<file path="config.mk">
export PLATFORM = sky130hd
export DESIGN_NAME = noc_msg_port
export DESIGN_NICKNAME = d
export VERILOG_FILES = /design/src/rtl/noc_msg_port.sv
export SDC_FILE = /design/constraint.sdc
export NUM_CORES = 1
export LEC_CHECK = 0
export ABC_AREA = 1
export CAP_MARGIN = 20
export CORE_ASPECT_RATIO = 0.75
export CORE_UTILIZATION = 35
export CTS_CLUSTER_DIAMETER = 50
export DETAILED_ROUTE_END_ITERATION = 12
export PLACE_DENSITY = 0.6
export SLEW_MARGIN = 10
export SYNTH_ARGS = -nofsm -noshare
export SYNTH_HDL_FRONTEND = slang
export SYNTH_SLANG_ARGS = --single-unit
export TNS_END_PERCENT = 30
</file>
<file path="constraint.sdc">
create_clock -name clk -period 3.7 [get_ports clk]
set_input_delay 0.37 -clock clk [delete_from_list [all_inputs] [get_ports clk]]
set_output_delay 0.37 -clock clk [all_outputs]
set_load 0.02 [all_outputs]
</file>
<file path="src/rtl/noc_msg_port.sv">
// ============================================================================
// Module      : noc_msg_port
// Description : Node-side message adapter for a 2-VC, 16-bit-payload NoC.
//               Splits 32-bit outbound messages into a head/tail flit pair
//               injected on VC0 (gated by the network's VC0 non-full status),
//               buffers inbound flits in a small FIFO with credit feedback,
//               and reassembles inbound flit pairs into 32-bit messages.
//
// Ports       : clk, res_n            clock / async active-low reset
//               tx_valid/ready/dest/data   outbound message handshake
//               rx_valid/ready/data        inbound reassembled message
//               err[2:0]                   sticky {misroute, protocol, overflow}
//               put_flit, en_put           flit toward network
//               en_get_non_full_VCs, get_non_full_VCs   network VC status
//               en_get, get_flit           flit from network
//               put_non_full_VCs, en_put_non_full_VCs   local credit status
//               this_id                    node ID from network
//
// Flit layout (MSB first): valid, tail, dest[NODE_W], vc, data[DATA_W].
// NODE_W must match the network's node-ID width and FW its flit width.
//
// Revision    : 1.0 - initial release
// ============================================================================
`default_nettype none

module noc_msg_port #(
    parameter int  NODE_W   = 2,
    parameter int  DATA_W   = 16,
    parameter int  RX_DEPTH = 4,
    localparam int FW       = 3 + NODE_W + DATA_W
) (
    input  logic                clk,
    input  logic                res_n,
    // outbound message interface
    input  logic                tx_valid,
    output logic                tx_ready,
    input  logic [NODE_W-1:0]   tx_dest,
    input  logic [2*DATA_W-1:0] tx_data,
    // inbound message interface
    output logic                rx_valid,
    input  logic                rx_ready,
    output logic [2*DATA_W-1:0] rx_data,
    // sticky error flags
    output logic [2:0]          err,
    // network port
    output logic [FW-1:0]       put_flit,
    output logic                en_put,
    output logic                en_get_non_full_VCs,
    input  logic [1:0]          get_non_full_VCs,
    output logic                en_get,
    input  logic [FW-1:0]       get_flit,
    output logic [1:0]          put_non_full_VCs,
    output logic                en_put_non_full_VCs,
    input  logic [NODE_W-1:0]   this_id
);

    // ------------------------------------------------------------------------
    // Constants
    // ------------------------------------------------------------------------
    localparam int c_AW        = $clog2(RX_DEPTH);
    localparam int c_CW        = c_AW + 1;
    localparam int c_VALID_BIT = FW - 1;
    localparam int c_TAIL_BIT  = FW - 2;
    localparam int c_DEST_MSB  = FW - 3;
    localparam int c_VC_BIT    = DATA_W;

    localparam logic [1:0] c_TX_IDLE = 2'd0;
    localparam logic [1:0] c_TX_HEAD = 2'd1;
    localparam logic [1:0] c_TX_TAIL = 2'd2;

    localparam logic [1:0] c_RX_WANT_HEAD = 2'd0;
    localparam logic [1:0] c_RX_WANT_TAIL = 2'd1;
    localparam logic [1:0] c_RX_OUT       = 2'd2;

    // ------------------------------------------------------------------------
    // Run flag: low in reset, high from the first edge after release. It
    // drives the constant enables and keeps tx_ready low while in reset.
    // ------------------------------------------------------------------------
    logic r_running;

    always_ff @(posedge clk or negedge res_n) begin
        if (!res_n) begin
            r_running <= 1'b0;
        end else begin
            r_running <= 1'b1;
        end
    end

    assign en_get_non_full_VCs = r_running;
    assign en_get              = r_running;
    assign en_put_non_full_VCs = r_running;

    // VC1 is never used for injection, so its status bit is ignored.
    logic w_unusedVc1;
    assign w_unusedVc1 = get_non_full_VCs[1];

    // ------------------------------------------------------------------------
    // TX path
    // ------------------------------------------------------------------------
    logic [1:0]          r_txState;
    logic [1:0]          w_txStateNext;
    logic [NODE_W-1:0]   r_txDest;
    logic [2*DATA_W-1:0] r_txData;
    logic                w_txReady;
    logic                w_txAccept;
    logic                w_enPut;
    logic                w_putTail;
    logic                w_vc0Free;
    logic [DATA_W-1:0]   w_putData;

    assign w_vc0Free = get_non_full_VCs[0];

    always_comb begin
        w_txStateNext = r_txState;
        w_txReady     = 1'b0;
        w_enPut       = 1'b0;
        w_putTail     = 1'b0;
        case (r_txState)
            c_TX_IDLE: begin
                w_txReady = r_running;
                if (tx_valid && r_running) begin
                    w_txStateNext = c_TX_HEAD;
                end
            end
            c_TX_HEAD: begin
                if (w_vc0Free) begin
                    w_enPut       = 1'b1;
                    w_txStateNext = c_TX_TAIL;
                end
            end
            c_TX_TAIL: begin
                // The cycle the tail leaves is also the cycle the next
                // message may be taken, giving one message per two cycles.
                if (w_vc0Free) begin
                    w_enPut       = 1'b1;
                    w_putTail     = 1'b1;
                    w_txReady     = 1'b1;
                    w_txStateNext = tx_valid ? c_TX_HEAD : c_TX_IDLE;
                end
            end
            default: begin
                w_txStateNext = c_TX_IDLE;
            end
        endcase
    end

    assign w_txAccept = tx_valid && w_txReady;

    always_ff @(posedge clk or negedge res_n) begin
        if (!res_n) begin
            r_txState <= c_TX_IDLE;
            r_txDest  <= '0;
            r_txData  <= '0;
        end else begin
            r_txState <= w_txStateNext;
            if (w_txAccept) begin
                r_txDest <= tx_dest;
                r_txData <= tx_data;
            end
        end
    end

    assign w_putData = w_putTail ? r_txData[DATA_W-1:0] : r_txData[2*DATA_W-1:DATA_W];
    assign tx_ready  = w_txReady;
    assign en_put    = w_enPut;
    assign put_flit  = w_enPut ? {1'b1, w_putTail, r_txDest, 1'b0, w_putData} : '0;

    // ------------------------------------------------------------------------
    // RX FIFO: stores only {tail, data}; dest and vc are consumed on entry.
    // ------------------------------------------------------------------------
    logic [DATA_W:0]     r_mem [RX_DEPTH];
    logic [c_AW-1:0]     r_wrPtr;
    logic [c_AW-1:0]     r_rdPtr;
    logic [c_CW-1:0]     r_count;
    logic [c_CW-1:0]     w_countNext;
    logic                r_credit;
    logic                w_getValid;
    logic                w_getVc;
    logic [NODE_W-1:0]   w_getDest;
    logic                w_vcErr;
    logic                w_misroute;
    logic                w_full;
    logic                w_empty;
    logic                w_pop;
    logic                w_push;
    logic                w_overflow;
    logic [DATA_W:0]     w_popFlit;
    logic                w_popTail;
    logic [DATA_W-1:0]   w_popData;
    logic [1:0]          r_rxState;

    assign w_getValid = r_running && get_flit[c_VALID_BIT];
    assign w_getVc    = get_flit[c_VC_BIT];
    assign w_getDest  = get_flit[c_DEST_MSB -: NODE_W];

    assign w_vcErr    = w_getValid && w_getVc;
    // Misrouted flits are still buffered; the flag is only diagnostic.
    assign w_misroute = w_getValid && !w_getVc && (w_getDest != this_id);

    assign w_full  = (r_count == c_CW'(RX_DEPTH));
    assign w_empty = (r_count == '0);
    assign w_pop   = (r_rxState != c_RX_OUT) && !w_empty;

    // A pop in the same cycle frees a slot, so a full FIFO still accepts.
    assign w_overflow = w_getValid && !w_getVc && w_full && !w_pop;
    assign w_push     = w_getValid && !w_getVc && !w_overflow;

    always_comb begin
        w_countNext = r_count;
        case ({w_push, w_pop})
            2'b10:   w_countNext = r_count + c_CW'(1);
            2'b01:   w_countNext = r_count - c_CW'(1);
            default: w_countNext = r_count;
        endcase
    end

    always_ff @(posedge clk) begin
        if (w_push) begin
            r_mem[r_wrPtr] <= {get_flit[c_TAIL_BIT], get_flit[DATA_W-1:0]};
        end
    end

    always_ff @(posedge clk or negedge res_n) begin
        if (!res_n) begin
            r_wrPtr  <= '0;
            r_rdPtr  <= '0;
            r_count  <= '0;
            r_credit <= 1'b0;
        end else begin
            if (w_push) begin
                r_wrPtr <= r_wrPtr + c_AW'(1);
            end
            if (w_pop) begin
                r_rdPtr <= r_rdPtr + c_AW'(1);
            end
            r_count <= w_countNext;
            // Advertise space only while two or more slots are free: one slot
            // is held back for a flit the network may already have in flight.
            r_credit <= (w_countNext <= c_CW'(RX_DEPTH - 2));
        end
    end

    assign put_non_full_VCs = {1'b0, r_credit};

    assign w_popFlit = r_mem[r_rdPtr];
    assign w_popTail = w_popFlit[DATA_W];
    assign w_popData = w_popFlit[DATA_W-1:0];

    // ------------------------------------------------------------------------
    // RX reassembly FSM
    // ------------------------------------------------------------------------
    logic [1:0]        w_rxStateNext;
    logic [DATA_W-1:0] r_hi;
    logic [DATA_W-1:0] r_lo;
    logic              w_hiLoad;
    logic              w_loLoad;
    logic              w_protoErr;

    always_comb begin
        w_rxStateNext = r_rxState;
        w_hiLoad      = 1'b0;
        w_loLoad      = 1'b0;
        w_protoErr    = 1'b0;
        case (r_rxState)
            c_RX_WANT_HEAD: begin
                if (w_pop) begin
                    if (!w_popTail) begin
                        w_hiLoad      = 1'b1;
                        w_rxStateNext = c_RX_WANT_TAIL;
                    end else begin
                        w_protoErr = 1'b1;
                    end
                end
            end
            c_RX_WANT_TAIL: begin
                if (w_pop) begin
                    if (w_popTail) begin
                        w_loLoad      = 1'b1;
                        w_rxStateNext = c_RX_OUT;
                    end else begin
                        // A second head restarts the message with new data.
                        w_hiLoad   = 1'b1;
                        w_protoErr = 1'b1;
                    end
                end
            end
            c_RX_OUT: begin
                if (rx_ready) begin
                    w_rxStateNext = c_RX_WANT_HEAD;
                end
            end
            default: begin
                w_rxStateNext = c_RX_WANT_HEAD;
            end
        endcase
    end

    always_ff @(posedge clk or negedge res_n) begin
        if (!res_n) begin
            r_rxState <= c_RX_WANT_HEAD;
            r_hi      <= '0;
            r_lo      <= '0;
        end else begin
            r_rxState <= w_rxStateNext;
            if (w_hiLoad) begin
                r_hi <= w_popData;
            end
            if (w_loLoad) begin
                r_lo <= w_popData;
            end
        end
    end

    assign rx_valid = (r_rxState == c_RX_OUT);
    assign rx_data  = {r_hi, r_lo};

    // ------------------------------------------------------------------------
    // Sticky error flags
    // ------------------------------------------------------------------------
    logic [2:0] r_err;

    always_ff @(posedge clk or negedge res_n) begin
        if (!res_n) begin
            r_err <= '0;
        end else begin
            r_err <= r_err | {w_misroute, (w_vcErr | w_protoErr), w_overflow};
        end
    end

    assign err = r_err;

endmodule

`default_nettype wire

</file>
; ---- Word level (Yosys, flattened, before mapping)
; Memories as Yosys holds them, arrays and structs flattened.
; Index checks and enable logic that the tools add are counted.
[classes]
addsub = 4
reduce_logical = 21
order_cmp = 1
muxes = 27
bitwise = 2
n_eq_ne = 17
[ops]
columns = op, n
row1 = $mux 21, 1
row2 = $mux 16, 1
row3 = $mux 2, 8
row4 = $ne 2x2->1 const B, 8
row5 = $mux 1, 12
row6 = $pmux 2 s3, 2
row7 = $logic_and 1x1->1, 10
row8 = $eq 2x1->1 const B, 3
row9 = $eq 2x2->1 const B, 3
row10 = $pmux 3 s2, 1
row11 = $reduce_and 5->1, 1
row12 = $add 2x1->2 const B, 2
row13 = $logic_not 1->1, 4
row14 = $logic_not 2->1, 2
row15 = $pmux 1 s2, 2
row16 = $reduce_or 2->1, 2
row17 = $add 3x1->3 const B, 1
row18 = $eq 3x3->1 const B, 1
row19 = $le 3x2->1 const B, 1
row20 = $logic_not 3->1, 1
row21 = $or 3x3->3, 1
row22 = $reduce_and 3->1, 1
row23 = $sub 3x1->3 const B, 1
row24 = $ne 2x1->1 const B, 1
row25 = 2 further kinds, 2
[totals]
in_bits = 63
mem_count = 1
out_inout_bits = 64
ram_bits = 68
reg_bits = 82
[memory_table]
columns = memory, depth, width, rd, rd_clocked_by_memory_dff, write_ports, line
row1 = r_mem, 4, 17, 1, 0, 1, 171  ; logic [DATA_W:0] r_mem [RX_DEPTH];

; ---- Depth between registers and ports, before layout
[logic_depth]
depth_word = 10
mapped_depth = 12
depth_no_buf = 12

; ---- Worst setup path before layout
; Ideal clock, no wire load.
[synth_timing]
kind = register to register
from = reg r_running, in the netlist en_get
to = mem r_mem[0][0] (netlist bit), enable pin
t_arrival_ps = 1750
setup_time_ps = 391
stages_incl_launch_ff = 6
synth_period_minus_slack_ps = 2141
slack_ps = 1559
path_cell_list = dfrtp_1 -> nand3_1 -> inv_1 -> nand3_1 -> nand2_1 -> nor2_1
[synth_between]
elab_chain_len = 8
[synth_rtl]
columns = item, line
row1 = "start, declared", 79  ; logic r_running;
row2 = "start signal, assigned", 83  ; r_running <= 1'b0;
row3 = "start signal, assigned", 85  ; r_running <= 1'b1;
row4 = $logic_and 1x1->1 (*), 192  ; assign w_getValid = r_running && get_flit[c_VALID_BIT];
row5 = $logic_and 1x1->1 (*), "205, 206"
row6 = $logic_and 1x1->1 (2 in series), 205  ; assign w_overflow = w_getValid && !w_getVc && w_full && !w_pop;
row7 = $logic_not 1->1, 206  ; assign w_push = w_getValid && !w_getVc && !w_overflow;
row8 = $logic_and 1x1->1 (*), 206
row9 = $mux 1 (*), 218  ; if (w_push) begin
row10 = $mux 1 (implied by the code) (*), 219  ; r_mem[r_wrPtr] <= {get_flit[c_TAIL_BIT], get_flit[DATA_W-1:0]};
row11 = "end, declared", 171
; Every way passes the cells marked *; elsewhere a longest branch is shown, timed or not.

; ---- Final worst setup path
[layout_timing]
from = reg r_txState[0]
to = out put_flit[5]
[layout_between]
elab_chain_len = 4
elab_cells_between_ends = 7
[layout_rtl]
columns = item, line
row1 = "start, declared", 100  ; logic [1:0] r_txState;
row2 = "start signal, assigned", 151  ; r_txState <= c_TX_IDLE;
row3 = "start signal, assigned", 155  ; r_txState <= w_txStateNext;
row4 = $eq 2x2->1 or $eq 2x1->1 (tied branches), 118  ; case (r_txState)
row5 = $mux 1 or $reduce_or 2->1 (tied branches), n/a
row6 = $mux 16 or $mux 1 (tied branches), n/a
row7 = $mux 21 (*), 166  ; assign put_flit = w_enPut ? {1'b1, w_putTail, r_txDest, 1'b0, w_putData} : '0;
row8 = "end, declared", 46  ; output logic [FW-1:0] put_flit,
; Marked as above.

==> impl_metrics.csv <==
group,metric,value,unit
routing,drt_iter0_drc,328,
worst_setup_path,reg2reg_slack,1.09,ns
floorplanning,die_y,118,µm
yosys,yosysTopAreaCell,"dfrtp_1",
worst_setup_path,slowest_delay,0.63,ns
global_routing,grt-ovfl-total,0,
yosys,avgSynthCellArea,11.1,µm²
worst_setup_path,cp.required,3.33,ns
routing,ant_nets,0,
yosys,syn_inst,566,
routing,totalWireLength,15.2,mm
power_and_ir_drop,leakage,3.46,nW
floorplanning,rows,42,
routing,post_drt_wl_per_cell,16.1,µm
timing,skew,0.0103,ns
cells_and_area,final_common_cell,"clkdlybuf4s50_1",
yosys,yosysSeqAreaShare,0.651,
timing,setup_tns,0,ns
global_routing,grt_start_max_net_pins,83,
worst_setup_path,critPathMaxFanout,18,
job,drv_cap,0,
yosys,synth_top_area_share,0.326,
power_and_ir_drop,power,7.19,mW
worst_setup_path,cp-start-kind,"flip-flop",
yosys,synth_warnings,0,
cells_and_area,diodes,0,
cells_and_area,drive_gt1_frac,0.117,
worst_setup_path,cp-end-kind,"primary output",
timing,layout_worst_path_cycle_share,0.833,
timing,finalSetupViolations,0,
timing,max_freq,324,MHz
place,place_congestion,0.791,
floorplanning,core-area,17600,µm²
cts,cts.htree.levels,4,
place,post-dp-hpwl,10.0,mm
global_routing,grt_pass1_vias,4683,
cts,clk_pin_slew,0.06,ns
run_status,outcome,"completed",
yosys,async_flop_share,0.547,
worst_setup_path,cp.arrival,2.71,ns
cts,clk_latency,0.41,ns
timing,tightest_slew,0.849,ns
cells_and_area,final_area,8340,µm²
worst_hold_path,hold_class,"input port to async pin",
global_routing,grtUsageTotal,0.177,
floorplanning,die_x,157,µm
yosys,synth_ff_type,"dfrtp_1",
place,placed_area,7700,µm²
routing,drt_pass1_iterations,4,
routing,routed_via_density,4.72,
cells_and_area,fin_nets,763,
routing,vias,4463,
cts,cts_tree,"done",
cts,cts.root.buffer_cell,"clkbuf_16",
global_routing,antenna_found_initial,0,
timing,period_minus_slack,3.08,ns
cells_and_area,syn2layout_area_growth,32.7,%
yosys,synth_cell_types,26,
place,port_buffers,123,
global_routing,grt_pass1_wl,24.8,mm
worst_setup_path,cp_common_cell,"inv_1",
power_and_ir_drop,power_density,862,nW/µm²
worst_setup_path,slowest_stage,"clkdlybuf4s50_1",
timing,maxSlewHeadroom,0.432,
timing,rsz0062_at_grt,"no",
cts,clock-sinks,150,
yosys,ys_ff_latch,150,
floorplanning,dieArea,18500,µm²
floorplanning,initial_core_util,0.357,
cts,numCtsBuffers,17,
timing,hold_viol,0,
cells_and_area,final_cell_mix,"122 x clkdlybuf4s50_1, 111 x nand2_1, 83 x nor2_1",
worst_setup_path,worstSetupPathType,"flip-flop to primary output",
floorplanning,io_pins,127,
yosys,synth_area,6280,µm²
worst_setup_path,path_cells,"inv_1 -> ha_1 -> nand2_1 -> inv_1 -> o21ai_0 -> nor2_1 -> clkdlybuf4s50_1",
yosys,netlist_top_cells_area,"dfrtp_1 33%, edfxtp_1 32%, nand2_1 6.6%",
cts,clockBufferDepth,2,
yosys,synth_edf_count,68,
routing,drc,0,
timing,slew_violations,0,
power_and_ir_drop,irDropWorstVdd,0.359,mV
synth_stat cells, types with 3 or more instances:
library cell	instances
inv_1	26
mux2_2	32
ha_1	9
edfxtp_1	68
inv_2	3
nand2_1	111
xor2_1	4
clkbuf_1	13
a21oi_1	6
o21ai_0	69
buf_6	4
buf_4	12
nand3_1	14
o22ai_1	16
dfrtp_1	82
nand2_2	4
nor2_1	83
per-layer routing:
layer / global-route usage / wire, µm / vias to the layer above
met3: 0.0438 / 693 / 12
met5: 0 / 0 / -
met2: 0.290 / 7590 / 97
li1: - / - / 2138
met4: 0.0515 / 159 / 0
met1: 0.232 / 6770 / 2216
worst max-delay path, delay by kind of cell (launching register included):
| family | cells | cell delay (ns) |
|---|---|---|
| buffers and inverters | 3 | 1.15 |
| DFF | 1 | 0.42 |
| adders and majority gates | 1 | 0.28 |
| and+or+nand+nor | 2 | 0.26 |
| AOI/OAI and AO/OA | 1 | 0.18 |
area by class of cell:
cell class / count / area, µm²
tap: 242 / 303
clock inverter: 11 / 149
fill: 1587 / 9260
clock buffer: 21 / 460
sequential: 150 / 4090
inverter: 31 / 124
multi-input combinational: 357 / 1890
timing repair buffer: 133 / 1330
state kept, by name (all words and copies together), names as in the netlist:
register,count
r_rdPtr,2
r_count,3
r_txState,2
r_lo,16
r_mem,68
r_credit,1
r_txData,32
err,3
r_rxState,2
r_wrPtr,2
r_txDest,2
en_get,1
r_hi,16
what timing repair did:
action,CTS,global route
gates resized for setup,0,0
endpoints found under the hold margin,0,29
buffers inserted,0,0
hold buffers,0,1
final timing paths:
kind                                    from           end  cells past startpoint
worst max-delay path            r_txState[0]   put_flit[5]                      7
worst max register to register  r_txState[0]  r_txData[24]                      7
max in group asynchronous              res_n      r_lo[11]                      3
worst min-delay path                   res_n   r_txData[2]                      2
worst min register to register       r_lo[6]       r_lo[6]                      2
min in group clk                     r_lo[6]       r_lo[6]                      2
cell families (layout without fill, tap and decap cells):
kind of cell / count (synthesis) / count (layout) / synth area share
fa+ha+maj: 10 / 10 / 0.0211
simple gates: 215 / 215 / 0.136
mux: 32 / 32 / 0.0573
compound gates: 93 / 93 / 0.0780
other cells: 2 / 3 / 0.00119
flops: 150 / 150 / 0.651
xor+xnor: 4 / 4 / 0.00557
buf+inv: 60 / 196 / 0.0490
where the power goes:
group	internal, mW	switching (mW)	total (mW)	leakage [nW]
logic	1.17	1.75	2.92	1.58
registers	2.23	0.282	2.51	1.59
clock network	1.10	0.664	1.76	0.291
through the flow:
| step | util | instances | worst slack, ns | hold slack [ns] |
|---|---|---|---|---|
| 2_1_floorplan | - | 567 | 1.56 | 0.0744 |
| 3_3_place_gp | 0.437 | 911 | 0.975 | 0.449 |
| 3_5_place_dp | 0.437 | 911 | 0.915 | 0.449 |
| 4_1_cts | 0.472 | 943 | 0.575 | 0.197 |
| 5_1_grt | 0.474 | 945 | 0.391 | 0.468 |
| 6_report | 0.474 | 945 | 0.618 | 0.430 |
(Power assumes the default switching activity.)
